**src/rtl/spi_slave_if.sv**
```systemverilog
// Serial-side and memory-side signal bundle for spi_slave.
// The slave modport is the block's view; master is the driving side.
interface spi_slave_if;
  localparam int unsigned FRAME_W = 10;
  localparam int unsigned DATA_W  = 8;

  logic               SS_n;
  logic               MOSI;
  logic               MISO;
  logic [FRAME_W-1:0] rx_data;
  logic               rx_valid;
  logic [DATA_W-1:0]  tx_data;
  logic               tx_valid;

  modport slave (
    input  SS_n, MOSI, tx_data, tx_valid,
    output MISO, rx_data, rx_valid
  );

  modport master (
    output SS_n, MOSI, tx_data, tx_valid,
    input  MISO, rx_data, rx_valid
  );
endinterface

```
**src/rtl/spi_slave.sv**
```systemverilog
// SPI slave: assembles 10-bit {opcode, payload} frames from MOSI and returns
// one read byte on MISO per read-data frame.
module spi_slave (
  input  logic        clk,
  input  logic        rst,
  spi_slave_if.slave  bus
);

  localparam int unsigned FRAME_W   = 10;
  localparam int unsigned DATA_W    = 8;
  localparam int unsigned BIT_CNT_W = 4;
  localparam int unsigned TX_CNT_W  = 3;

  typedef enum logic [2:0] {
    IDLE      = 3'd0,
    CHK_CMD   = 3'd1,
    WRITE     = 3'd2,
    READ_ADD  = 3'd3,
    READ_DATA = 3'd4
  } state_t;

  state_t               state, state_nxt;
  logic [BIT_CNT_W-1:0] bit_cnt, bit_cnt_nxt;
  logic [FRAME_W-2:0]   shift_reg, shift_nxt;
  logic                 frame_done, frame_done_nxt;
  logic                 rd_addr_ok, rd_addr_ok_nxt;
  logic [DATA_W-1:0]    tx_shift, tx_shift_nxt;
  logic [TX_CNT_W-1:0]  tx_cnt, tx_cnt_nxt;
  logic                 tx_active, tx_active_nxt;
  logic                 tx_sent, tx_sent_nxt;
  logic [FRAME_W-1:0]   rx_data_nxt;
  logic                 rx_valid_nxt;
  logic                 miso_nxt;

  // State and output registers
  always_ff @(posedge clk or posedge rst) begin
    if (rst) begin
      state        <= IDLE;
      bit_cnt      <= '0;
      shift_reg    <= '0;
      frame_done   <= 1'b0;
      rd_addr_ok   <= 1'b0;
      tx_shift     <= '0;
      tx_cnt       <= '0;
      tx_active    <= 1'b0;
      tx_sent      <= 1'b0;
      bus.rx_data  <= '0;
      bus.rx_valid <= 1'b0;
      bus.MISO     <= 1'b0;
    end else begin
      state        <= state_nxt;
      bit_cnt      <= bit_cnt_nxt;
      shift_reg    <= shift_nxt;
      frame_done   <= frame_done_nxt;
      rd_addr_ok   <= rd_addr_ok_nxt;
      tx_shift     <= tx_shift_nxt;
      tx_cnt       <= tx_cnt_nxt;
      tx_active    <= tx_active_nxt;
      tx_sent      <= tx_sent_nxt;
      bus.rx_data  <= rx_data_nxt;
      bus.rx_valid <= rx_valid_nxt;
      bus.MISO     <= miso_nxt;
    end
  end

  // Next-state and output logic; MISO is low unless a byte is being shifted
  always_comb begin
    state_nxt      = state;
    bit_cnt_nxt    = bit_cnt;
    shift_nxt      = shift_reg;
    frame_done_nxt = frame_done;
    rd_addr_ok_nxt = rd_addr_ok;
    tx_shift_nxt   = tx_shift;
    tx_cnt_nxt     = tx_cnt;
    tx_active_nxt  = tx_active;
    tx_sent_nxt    = tx_sent;
    rx_data_nxt    = bus.rx_data;
    rx_valid_nxt   = 1'b0;
    miso_nxt       = 1'b0;

    if (state != IDLE && bus.SS_n) begin
      state_nxt      = IDLE;
      bit_cnt_nxt    = '0;
      tx_cnt_nxt     = '0;
      frame_done_nxt = 1'b0;
      tx_active_nxt  = 1'b0;
      tx_sent_nxt    = 1'b0;
    end else begin
      case (state)
        IDLE: begin
          bit_cnt_nxt    = '0;
          tx_cnt_nxt     = '0;
          frame_done_nxt = 1'b0;
          tx_active_nxt  = 1'b0;
          tx_sent_nxt    = 1'b0;
          if (!bus.SS_n) state_nxt = CHK_CMD;
        end

        CHK_CMD: begin
          shift_nxt      = {8'h00, bus.MOSI};
          bit_cnt_nxt    = BIT_CNT_W'(FRAME_W - 2);
          frame_done_nxt = 1'b0;
          if (!bus.MOSI)       state_nxt = WRITE;
          else if (rd_addr_ok) state_nxt = READ_DATA;
          else                 state_nxt = READ_ADD;
        end

        WRITE, READ_ADD, READ_DATA: begin
          if (!frame_done) begin
            shift_nxt = {shift_reg[FRAME_W-3:0], bus.MOSI};
            if (bit_cnt == '0) begin
              rx_data_nxt    = {shift_reg, bus.MOSI};
              rx_valid_nxt   = 1'b1;
              frame_done_nxt = 1'b1;
              if (state == READ_ADD)       rd_addr_ok_nxt = 1'b1;
              else if (state == READ_DATA) rd_addr_ok_nxt = 1'b0;
            end else begin
              bit_cnt_nxt = bit_cnt - BIT_CNT_W'(1);
            end
          end else if (state == READ_DATA) begin
            // One byte per frame: latch once, shift MSB first, then go quiet
            if (tx_active) begin
              if (tx_cnt != '0) begin
                miso_nxt     = tx_shift[DATA_W-1];
                tx_shift_nxt = {tx_shift[DATA_W-2:0], 1'b0};
                tx_cnt_nxt   = tx_cnt - TX_CNT_W'(1);
              end else begin
                tx_active_nxt = 1'b0;
                tx_sent_nxt   = 1'b1;
              end
            end else if (!tx_sent && bus.tx_valid) begin
              miso_nxt      = bus.tx_data[DATA_W-1];
              tx_shift_nxt  = {bus.tx_data[DATA_W-2:0], 1'b0};
              tx_cnt_nxt    = TX_CNT_W'(DATA_W - 1);
              tx_active_nxt = 1'b1;
            end
          end
        end

        default: state_nxt = IDLE;
      endcase
    end
  end

endmodule

```
**src/flat_wrapper.sv**
```systemverilog
// flat-port wrapper written by rule: the top's interface ports become plain ports
module spi_slave_flat 
  (clk, rst, bus_SS_n, bus_MOSI, bus_tx_data, bus_tx_valid, bus_MISO, bus_rx_data, bus_rx_valid);
  spi_slave_if bus_i ();
  input  logic clk;
  input  logic rst;
  input wire logic [$bits(bus_i.SS_n)-1:0] bus_SS_n;
  input wire logic [$bits(bus_i.MOSI)-1:0] bus_MOSI;
  input wire logic [$bits(bus_i.tx_data)-1:0] bus_tx_data;
  input wire logic [$bits(bus_i.tx_valid)-1:0] bus_tx_valid;
  output wire logic [$bits(bus_i.MISO)-1:0] bus_MISO;
  output wire logic [$bits(bus_i.rx_data)-1:0] bus_rx_data;
  output wire logic [$bits(bus_i.rx_valid)-1:0] bus_rx_valid;
  assign bus_i.SS_n = bus_SS_n;
  assign bus_i.MOSI = bus_MOSI;
  assign bus_i.tx_data = bus_tx_data;
  assign bus_i.tx_valid = bus_tx_valid;
  assign bus_MISO = bus_i.MISO;
  assign bus_rx_data = bus_i.rx_data;
  assign bus_rx_valid = bus_i.rx_valid;
  spi_slave u_core (.clk(clk), .rst(rst), .bus(bus_i));
endmodule
```
**config.mk**
```make
export PLATFORM = sky130hd
export DESIGN_NAME = spi_slave_flat
export DESIGN_NICKNAME = d
export VERILOG_FILES = /design/src/rtl/spi_slave_if.sv /design/src/rtl/spi_slave.sv /design/src/flat_wrapper.sv
export SDC_FILE = /design/constraint.sdc
export NUM_CORES = 1
export LEC_CHECK = 0
export CAP_MARGIN = 20
export CORE_AREA = 2 2 71 73
export DETAILED_ROUTE_END_ITERATION = 7
export DIE_AREA = 0 0 73 75
export PLACE_DENSITY = 0.71
export SYNTH_ARGS = -nofsm -noshare
export SYNTH_HDL_FRONTEND = slang
export SYNTH_SLANG_ARGS = --single-unit
```
**constraint.sdc**
```tcl
create_clock -name clk -period 2.1 [get_ports clk]
set_clock_uncertainty 0.1 [all_clocks]
set_input_delay 0.21 -clock clk [delete_from_list [all_inputs] [get_ports clk]]
set_output_delay 0.21 -clock clk [all_outputs]
set_load 0.01 [all_outputs]
```
==> run_results.csv, run 1 <==
group,metric,value,unit
global_routing,number_of_global_route_vias_before_repair,1405,
synthesis,yosys_warnings,0,
sta,worst_slew_margin_rel,64.6,%
hold_path,worstHoldPathType,"primary input to asynchronous set/reset pin",
placed_design,routabilityCongestion,0.817,
global_routing,grt_first_pass_wirelength,6350,µm
floorplan,die_w,73,µm
synthesis,synthXorXnorAreaFrac,0.426,%
synthesis,synth-simple-area-share,13.2,%
floorplan,io_pins,25,
cells_and_area,largest_register_ffs,10,
synthesis,netlist_instances,186,
cts,clock_tree.buffer_depth,2,
detailed_routing,routedWlPerCell,13.6,µm
synthesis,synth_cell_types,37,
critical_path,path_buf_inv,0,
sta,finalSetupViolCount,0,
sta,grt_setup_unrepaired,"no",
critical_path,largest_delay_contributor_family_on_the_critical_path,"simple AND/OR/NAND/NOR gates",
global_routing,global_route_overflow,0,
cells_and_area,finalNonFillerCells,273,
critical_path,crit_path_start_kind,"flip-flop",
synthesis,netlist_area,2060,µm²
sta,maxClockFrequency,503,MHz
placed_design,dpl_cell_area,2410,µm²
cts,clk-insertion-delay-late,290,ps
sta,worst_pin_slew,531,ps
sta,finalHoldViolations,0,
global_routing,maximum_number_of_pins_on_one_net_before_global_route_repair,43,
floorplan,num_rows,25,
cells_and_area,finalCoreUtilization,54.2,%
cts,cts-resized-gates,0,
cts,numCtsBuffers,5,
detailed_routing,dr.first_iter.drc_count,59,
critical_path,required,2180,ps
cells_and_area,antenna_cells_inserted,0,
cells_and_area,layout.cell_area.non_filler,2530,µm²
sta,setup_tns,0,ps
cts,clockRootBuffer,"sky130_fd_sc_hd__clkbuf_8",
synthesis,netlist.top_cell.by_area,"sky130_fd_sc_hd__dfrtp_1",
synthesis,synth_nets,203,
synthesis,combinational_family_with_the_most_area_after_synthesis,"multiplexers",
cts,clk_transition_reported_paths,80,ps
synthesis,yosys.area_share.adder,2.43,%
cts,clock_tree_from_tritoncts,"done",
synthesis,ys_seq_elements,42,
placed_design,dpl.hpwl,2590,µm
detailed_routing,drt-vias-per-instance,5.23,
sta,layout_worst_path_cycle_share,94.7,%
critical_path,cp.depth,4,
floorplan,core_area,4660,µm²
cells_and_area,finish.net_count,236,
cts,clock_tree.htree_level_count,2,
critical_path,path_max_fanout,10,
synthesis,synth_compound_gate_area_share,8.82,%
global_routing,gr-usage-all-layers,15.4,%
cts,clkSinkCount,42,
cells_and_area,layout_commonest_cell,"sky130_fd_sc_hd__dfrtp_1",
synthesis,synth_largest_type_area_fraction,51.1,%
critical_path,criticalPathCategory,"flip-flop to flip-flop",
synthesis,synth_edf_count,0,
cells_and_area,area_growth_syn_to_layout,22.8,%
status,run_status,"complete, no violations",
floorplan,initial_standard_cell_utilization_of_the_core,44.1,%
critical_path,critPathMaxStageDelay,420,ps
detailed_routing,number_of_iterations_in_the_first_detailed_routing_pass,4,
critical_path,worst_r2r_path_depth,4,
cells_and_area,mostFrequentLayoutCells,"sky130_fd_sc_hd__dfrtp_1, sky130_fd_sc_hd__clkdlybuf4s50_1, sky130_fd_sc_hd__inv_1",
detailed_routing,drt.antenna.violating_nets,0,
critical_path,crit_path_capture_type,"flip-flop",
synthesis,synth.area.mux_share,18.6,%
cts,cts_post_setup_buffers_inserted,0,
global_routing,initial_antenna_violation_count,0,
synthesis,async_flop_share,100,%
placed_design,numPortBuffers,24,
synthesis,synthesis.area_per_instance,11.1,µm²
synthesis,ys_top_cells_by_area,"sky130_fd_sc_hd__dfrtp_1, sky130_fd_sc_hd__mux2_2, sky130_fd_sc_hd__mux2i_1, sky130_fd_sc_hd__mux2_4, sky130_fd_sc_hd__inv_1",
sta,finalCriticalPeriod,1990,ps
floorplan,die_area,5480,µm²
detailed_routing,dr_total_vias,1429,
synthesis,postSynth.topFlopCell,"sky130_fd_sc_hd__dfrtp_1",
critical_path,series_of_cell_instances_along_the_critical_path,"or3b_1 > or3_1 > nor2_8 > mux2_4",
cells_and_area,n_fill_cell,405,
placed_design,post-place-cells,266,
cts,cts_hold_repair.buffers,0,
pwr,cellPowerDensity,795,nW/µm²
detailed_routing,route.final.wire_length,3720,µm
critical_path,critical_path.slowest_cell,"sky130_fd_sc_hd__or3b_1",
sta,holdWs,247,ps
critical_path,timing.critical_path.arrival,2070,ps
sta,timing_max_transition_violations_final,0,
pwr,p_leak,1.19,nW
pwr,power.ir.vdd_worst,0.681,mV
run,drv_cap,0,
detailed_routing,drc,0,
synthesis,synth-seq-area-share,51.1,%
cells_and_area,final_layout_size_suffix_gt1_share,20.5,%
floorplan,chipHeight,75,µm
## through the flow
| step | setup WS, ps | power, mW |
|---|---|---|
| floorplan | 182 | 1.19 |
| global placement | 147 | 1.37 |
| detailed placement | 108 | 1.38 |
| CTS | 97.6 | 2.04 |
| global route | 54.5 | 2.11 |
| finish | 111 | 2.01 |
## synth_stat cells (2+ instances only)
| master | count |
|---|---|
| sky130_fd_sc_hd__inv_1 | 19 |
| sky130_fd_sc_hd__a22o_1 | 2 |
| sky130_fd_sc_hd__or3b_1 | 2 |
| sky130_fd_sc_hd__nand2_1 | 16 |
| sky130_fd_sc_hd__buf_2 | 3 |
| sky130_fd_sc_hd__o21ai_0 | 3 |
| sky130_fd_sc_hd__a21oi_1 | 11 |
| sky130_fd_sc_hd__clkbuf_1 | 7 |
| sky130_fd_sc_hd__nor3_1 | 7 |
| sky130_fd_sc_hd__nand2b_1 | 3 |
| sky130_fd_sc_hd__mux2_2 | 17 |
| sky130_fd_sc_hd__or4_1 | 2 |
| sky130_fd_sc_hd__nand3_1 | 4 |
| sky130_fd_sc_hd__mux2i_1 | 10 |
| sky130_fd_sc_hd__dfrtp_1 | 42 |
| sky130_fd_sc_hd__o21a_1 | 2 |
| sky130_fd_sc_hd__ha_1 | 4 |
| sky130_fd_sc_hd__nor3b_1 | 2 |
| sky130_fd_sc_hd__nor2_1 | 7 |
| sky130_fd_sc_hd__mux2_4 | 6 |
## worst paths after layout
path                                               to            start  slack, ps
worst min-delay path            u_core.bus.rx_data[7]              rst        250
worst max-delay path               u_core.tx_shift[4]  u_core.state[0]        110
max in group asynchronous       u_core.bus.rx_data[1]              rst       1290
min in group clk                   u_core.tx_shift[1]   bus_tx_data[0]        380
worst max register to register     u_core.tx_shift[4]  u_core.state[0]        110
worst min register to register         u_core.tx_sent   u_core.tx_sent        400
## worst min-delay path: stages
cell                              delay, ps
sky130_fd_sc_hd__clkdlybuf4s50_1        390
sky130_fd_sc_hd__inv_1                   50
sky130_fd_sc_hd__buf_4                  450
## cells by family after synthesis
logic type                 count (synthesis)
AOI/OAI and AO/OA                         27
xor gates and xnor gates                   1
adders and majority gates                  4
buffers and inverters                     29
DFF                                       42
muxes                                     33
and+or+nand+nor                           50
## final cells by class
| class | instances | area, µm² | area share (%) |
|---|---|---|---|
| repair buffers | 36 | 330 | 13.1 |
| flip-flops and latches | 42 | 1050 | 41.6 |
| multi-input cells | 115 | 893 | 35.4 |
| clock inverters | 1 | 30.0 | 1.19 |
| inverters | 19 | 71.3 | 2.82 |
| well taps | 54 | 67.6 | 2.67 |
| clock buffers | 6 | 82.6 | 3.27 |
## routing by layer
metal | GRT usage, % | vias to the layer above | wire [µm]
met5 | 0 | - | 0
met4 | 6.17 | 0 | 68
met3 | 3.75 | 6 | 119
met2 | 24.0 | 20 | 1790
met1 | 20.6 | 699 | 1740
li1 | - | 704 | -
## power breakdown
group | switching (mW) | leakage, nW | internal, mW | total [mW]
sequential | 0.0460 | 0.574 | 0.886 | 0.932
combinational | 0.189 | 0.562 | 0.235 | 0.424
clock | 0.271 | 0.0573 | 0.380 | 0.652
total | 0.506 | 1.19 | 1.50 | 2.01
No activity file was read; power rests on OpenSTA's default activity.
==> run 2: changes to the inputs <==
--- a/config.mk
+++ b/config.mk
@@ -10,6 +10,7 @@
 export DETAILED_ROUTE_END_ITERATION = 7
 export DIE_AREA = 0 0 73 75
 export PLACE_DENSITY = 0.71
+export REMOVE_ABC_BUFFERS = 1
 export SYNTH_ARGS = -nofsm -noshare
 export SYNTH_HDL_FRONTEND = slang
 export SYNTH_SLANG_ARGS = --single-unit
==> run 2 against run 1 <==
Effect of this change: die area is the same; register-to-register slack lost 30 ps; sequential power grew 0.8%; first-iteration DRC count shrank 24%; via count shrank 0.28%; cell area is essentially flat; combinational power grew 2%; setup slack lost 28 ps; critical endpoint is now u_core.tx_shift[3]; highest routed layer unchanged.
==> run_results.csv, run 2 (synthesis gave the netlist of run 1 again) <==
group,metric,value,unit
global_routing,global_route_overflow,0,
cells_and_area,largest_register_ffs,10,
critical_path,worst-r2r-setup-slack,80,ps
global_routing,use_met3,2.81,%
cts,clock_tree.htree_level_count,2,
cells_and_area,n_fill_cell,420,
critical_path,crit_path_end,"u_core.tx_shift[3]",
cells_and_area,total_area_of_multi_input_combinational_cells,893,µm²
critical_path,critical_path.reg2reg.endpoint,"u_core.tx_shift[3]",
global_routing,gr-usage-all-layers,14.6,%
cells_and_area,final_layout_size_suffix_gt1_share,19.6,%
detailed_routing,drc,0,
cells_and_area,layout.cell_area.non_filler,2520,µm²
detailed_routing,routedWlPerCell,13.8,µm
floorplan,core_area,4660,µm²
floorplan,num_rows,25,
sta,setup_tns,0,ps
global_routing,number_of_global_route_vias_before_repair,1331,
placed_design,numPortBuffers,24,
cells_and_area,ff_latch_area,1050,µm²
cells_and_area,area_growth_syn_to_layout,22.7,%
floorplan,initial_standard_cell_utilization_of_the_core,44.1,%
critical_path,crit_path_start_kind,"flip-flop",
global_routing,busiest_layer,"met2",
cells_and_area,antenna_cells_inserted,0,
global_routing,initial_antenna_violation_count,0,
placed_design,dpl.hpwl,2660,µm
floorplan,die_w,73,µm
cells_and_area,finalCoreUtilization,54.2,%
cts,clk-insertion-delay-late,280,ps
status,run_status,"complete, no violations",
critical_path,worst_r2r_path_depth,4,
sta,maxClockFrequency,496,MHz
pwr,p_total,1.98,mW
cts,clock_tree.buffer_depth,2,
critical_path,worstReg2RegStart,"u_core.state[0]",
floorplan,chipHeight,75,µm
cts,clkSinkCount,42,
critical_path,criticalPathCategory,"flip-flop to flip-flop",
sta,finalHoldViolations,0,
detailed_routing,dr_total_vias,1425,
cells_and_area,mostFrequentLayoutCells,"sky130_fd_sc_hd__dfrtp_1, sky130_fd_sc_hd__clkdlybuf4s50_1, sky130_fd_sc_hd__inv_1",
sta,grt_setup_unrepaired,"no",
placed_design,routabilityCongestion,0.833,
floorplan,io_pins,25,
sta,finalCriticalPeriod,2020,ps
sta,timing_max_transition_violations_final,0,
global_routing,maximum_number_of_pins_on_one_net_before_global_route_repair,43,
pwr,power.ir.vdd_worst,0.334,mV
cts,clock_tree_from_tritoncts,"done",
cts,cts-resized-gates,0,
cells_and_area,finish.net_count,235,
placed_design,post-place-cells,264,
detailed_routing,route.final.wire_length,3770,µm
sta,worst_slew_margin_rel,64.3,%
placed_design,dpl_cell_area,2410,µm²
floorplan,die_area,5480,µm²
pwr,p_leak,1.19,nW
sta,finalSetupViolCount,0,
sta,worst_pin_slew,535,ps
critical_path,startpoint,"u_core.state[0]",
hold_path,worstHoldPathType,"primary input to asynchronous set/reset pin",
pwr,cellPowerDensity,784,nW/µm²
run,drv_cap,0,
sta,post-route-worst-setup-slack,82.9,ps
detailed_routing,dr.first_iter.drc_count,45,
cells_and_area,finalNonFillerCells,273,
sta,holdWs,298,ps
cts,clk_transition_reported_paths,80,ps
sta,layout_worst_path_cycle_share,96.1,%
global_routing,grtUsageMet1,20.0,%
detailed_routing,drt.antenna.violating_nets,0,
detailed_routing,drt-vias-per-instance,5.22,
detailed_routing,number_of_iterations_in_the_first_detailed_routing_pass,4,
critical_path,timing.critical_path.arrival,2090,ps
global_routing,met2_use_gr,23.2,%
cts,clockRootBuffer,"sky130_fd_sc_hd__clkbuf_8",
global_routing,grt_first_pass_wirelength,6180,µm
critical_path,required,2170,ps
critical_path,crit_path_capture_type,"flip-flop",
critical_path,path_max_fanout,7,
cells_and_area,layout_commonest_cell,"sky130_fd_sc_hd__dfrtp_1",
cts,numCtsBuffers,5,
placed_design,place_ws,79.6,ps
[run 2: cell types whose count changed in the layout (fill, tap and decap cells not counted)]
cell / change
sky130_fd_sc_hd__buf_4: -2
sky130_fd_sc_hd__clkbuf_1: +2
sky130_fd_sc_hd__buf_12: +1
sky130_fd_sc_hd__clkbuf_8: -1
[run 2: critical path, stage by stage (launching register included)]
cell and delay (ps):
sky130_fd_sc_hd__dfrtp_1 370, sky130_fd_sc_hd__or3b_1 400, sky130_fd_sc_hd__or3_1 460, sky130_fd_sc_hd__nor2_8 250, sky130_fd_sc_hd__mux2_4 320
[run 2: area by class of cell]
| type | count | area share (%) |
|---|---|---|
| inverters | 19 | 2.82 |
| clock buffers | 7 | 3.02 |
| multi-input cells | 115 | 35.4 |
| repair buffers | 35 | 13.3 |
| well taps | 54 | 2.68 |
| clock inverters | 1 | 1.19 |
| flip-flops and latches | 42 | 41.6 |
[run 2: worst min-delay path by stage]
stage | start | slack, ps | to
4_1_cts | rst | 300 | u_core.bus.rx_data[8]
6_report | rst | 300 | u_core.bus.rx_data[8]
3_5_place_dp | u_core.tx_sent | 390 | u_core.tx_sent
5_1_grt | rst | 360 | u_core.tx_cnt[2]
3_3_place_gp | u_core.tx_sent | 380 | u_core.tx_sent
2_1_floorplan | bus_SS_n | 170 | u_core.bit_cnt[0]
[run 2: power breakdown]
part           internal (mW)  switching (mW)
registers              0.886          0.0524
logic                  0.236           0.196
clock network          0.356           0.254
total                   1.48           0.502
[run 2: per-layer routing]
| metal | vias up | share of wire, % |
|---|---|---|
| li1 | 707 | - |
| met1 | 697 | 48 |
| met2 | 15 | 49 |
| met3 | 6 | 1.5 |
| met4 | 0 | 1.7 |
| met5 | - | 0 |
[run 2: repair_timing]
item / CTS / global route
setup endpoints to repair: 0 / 1
hold buffers: 0 / 0
buffers inserted: 0 / 1
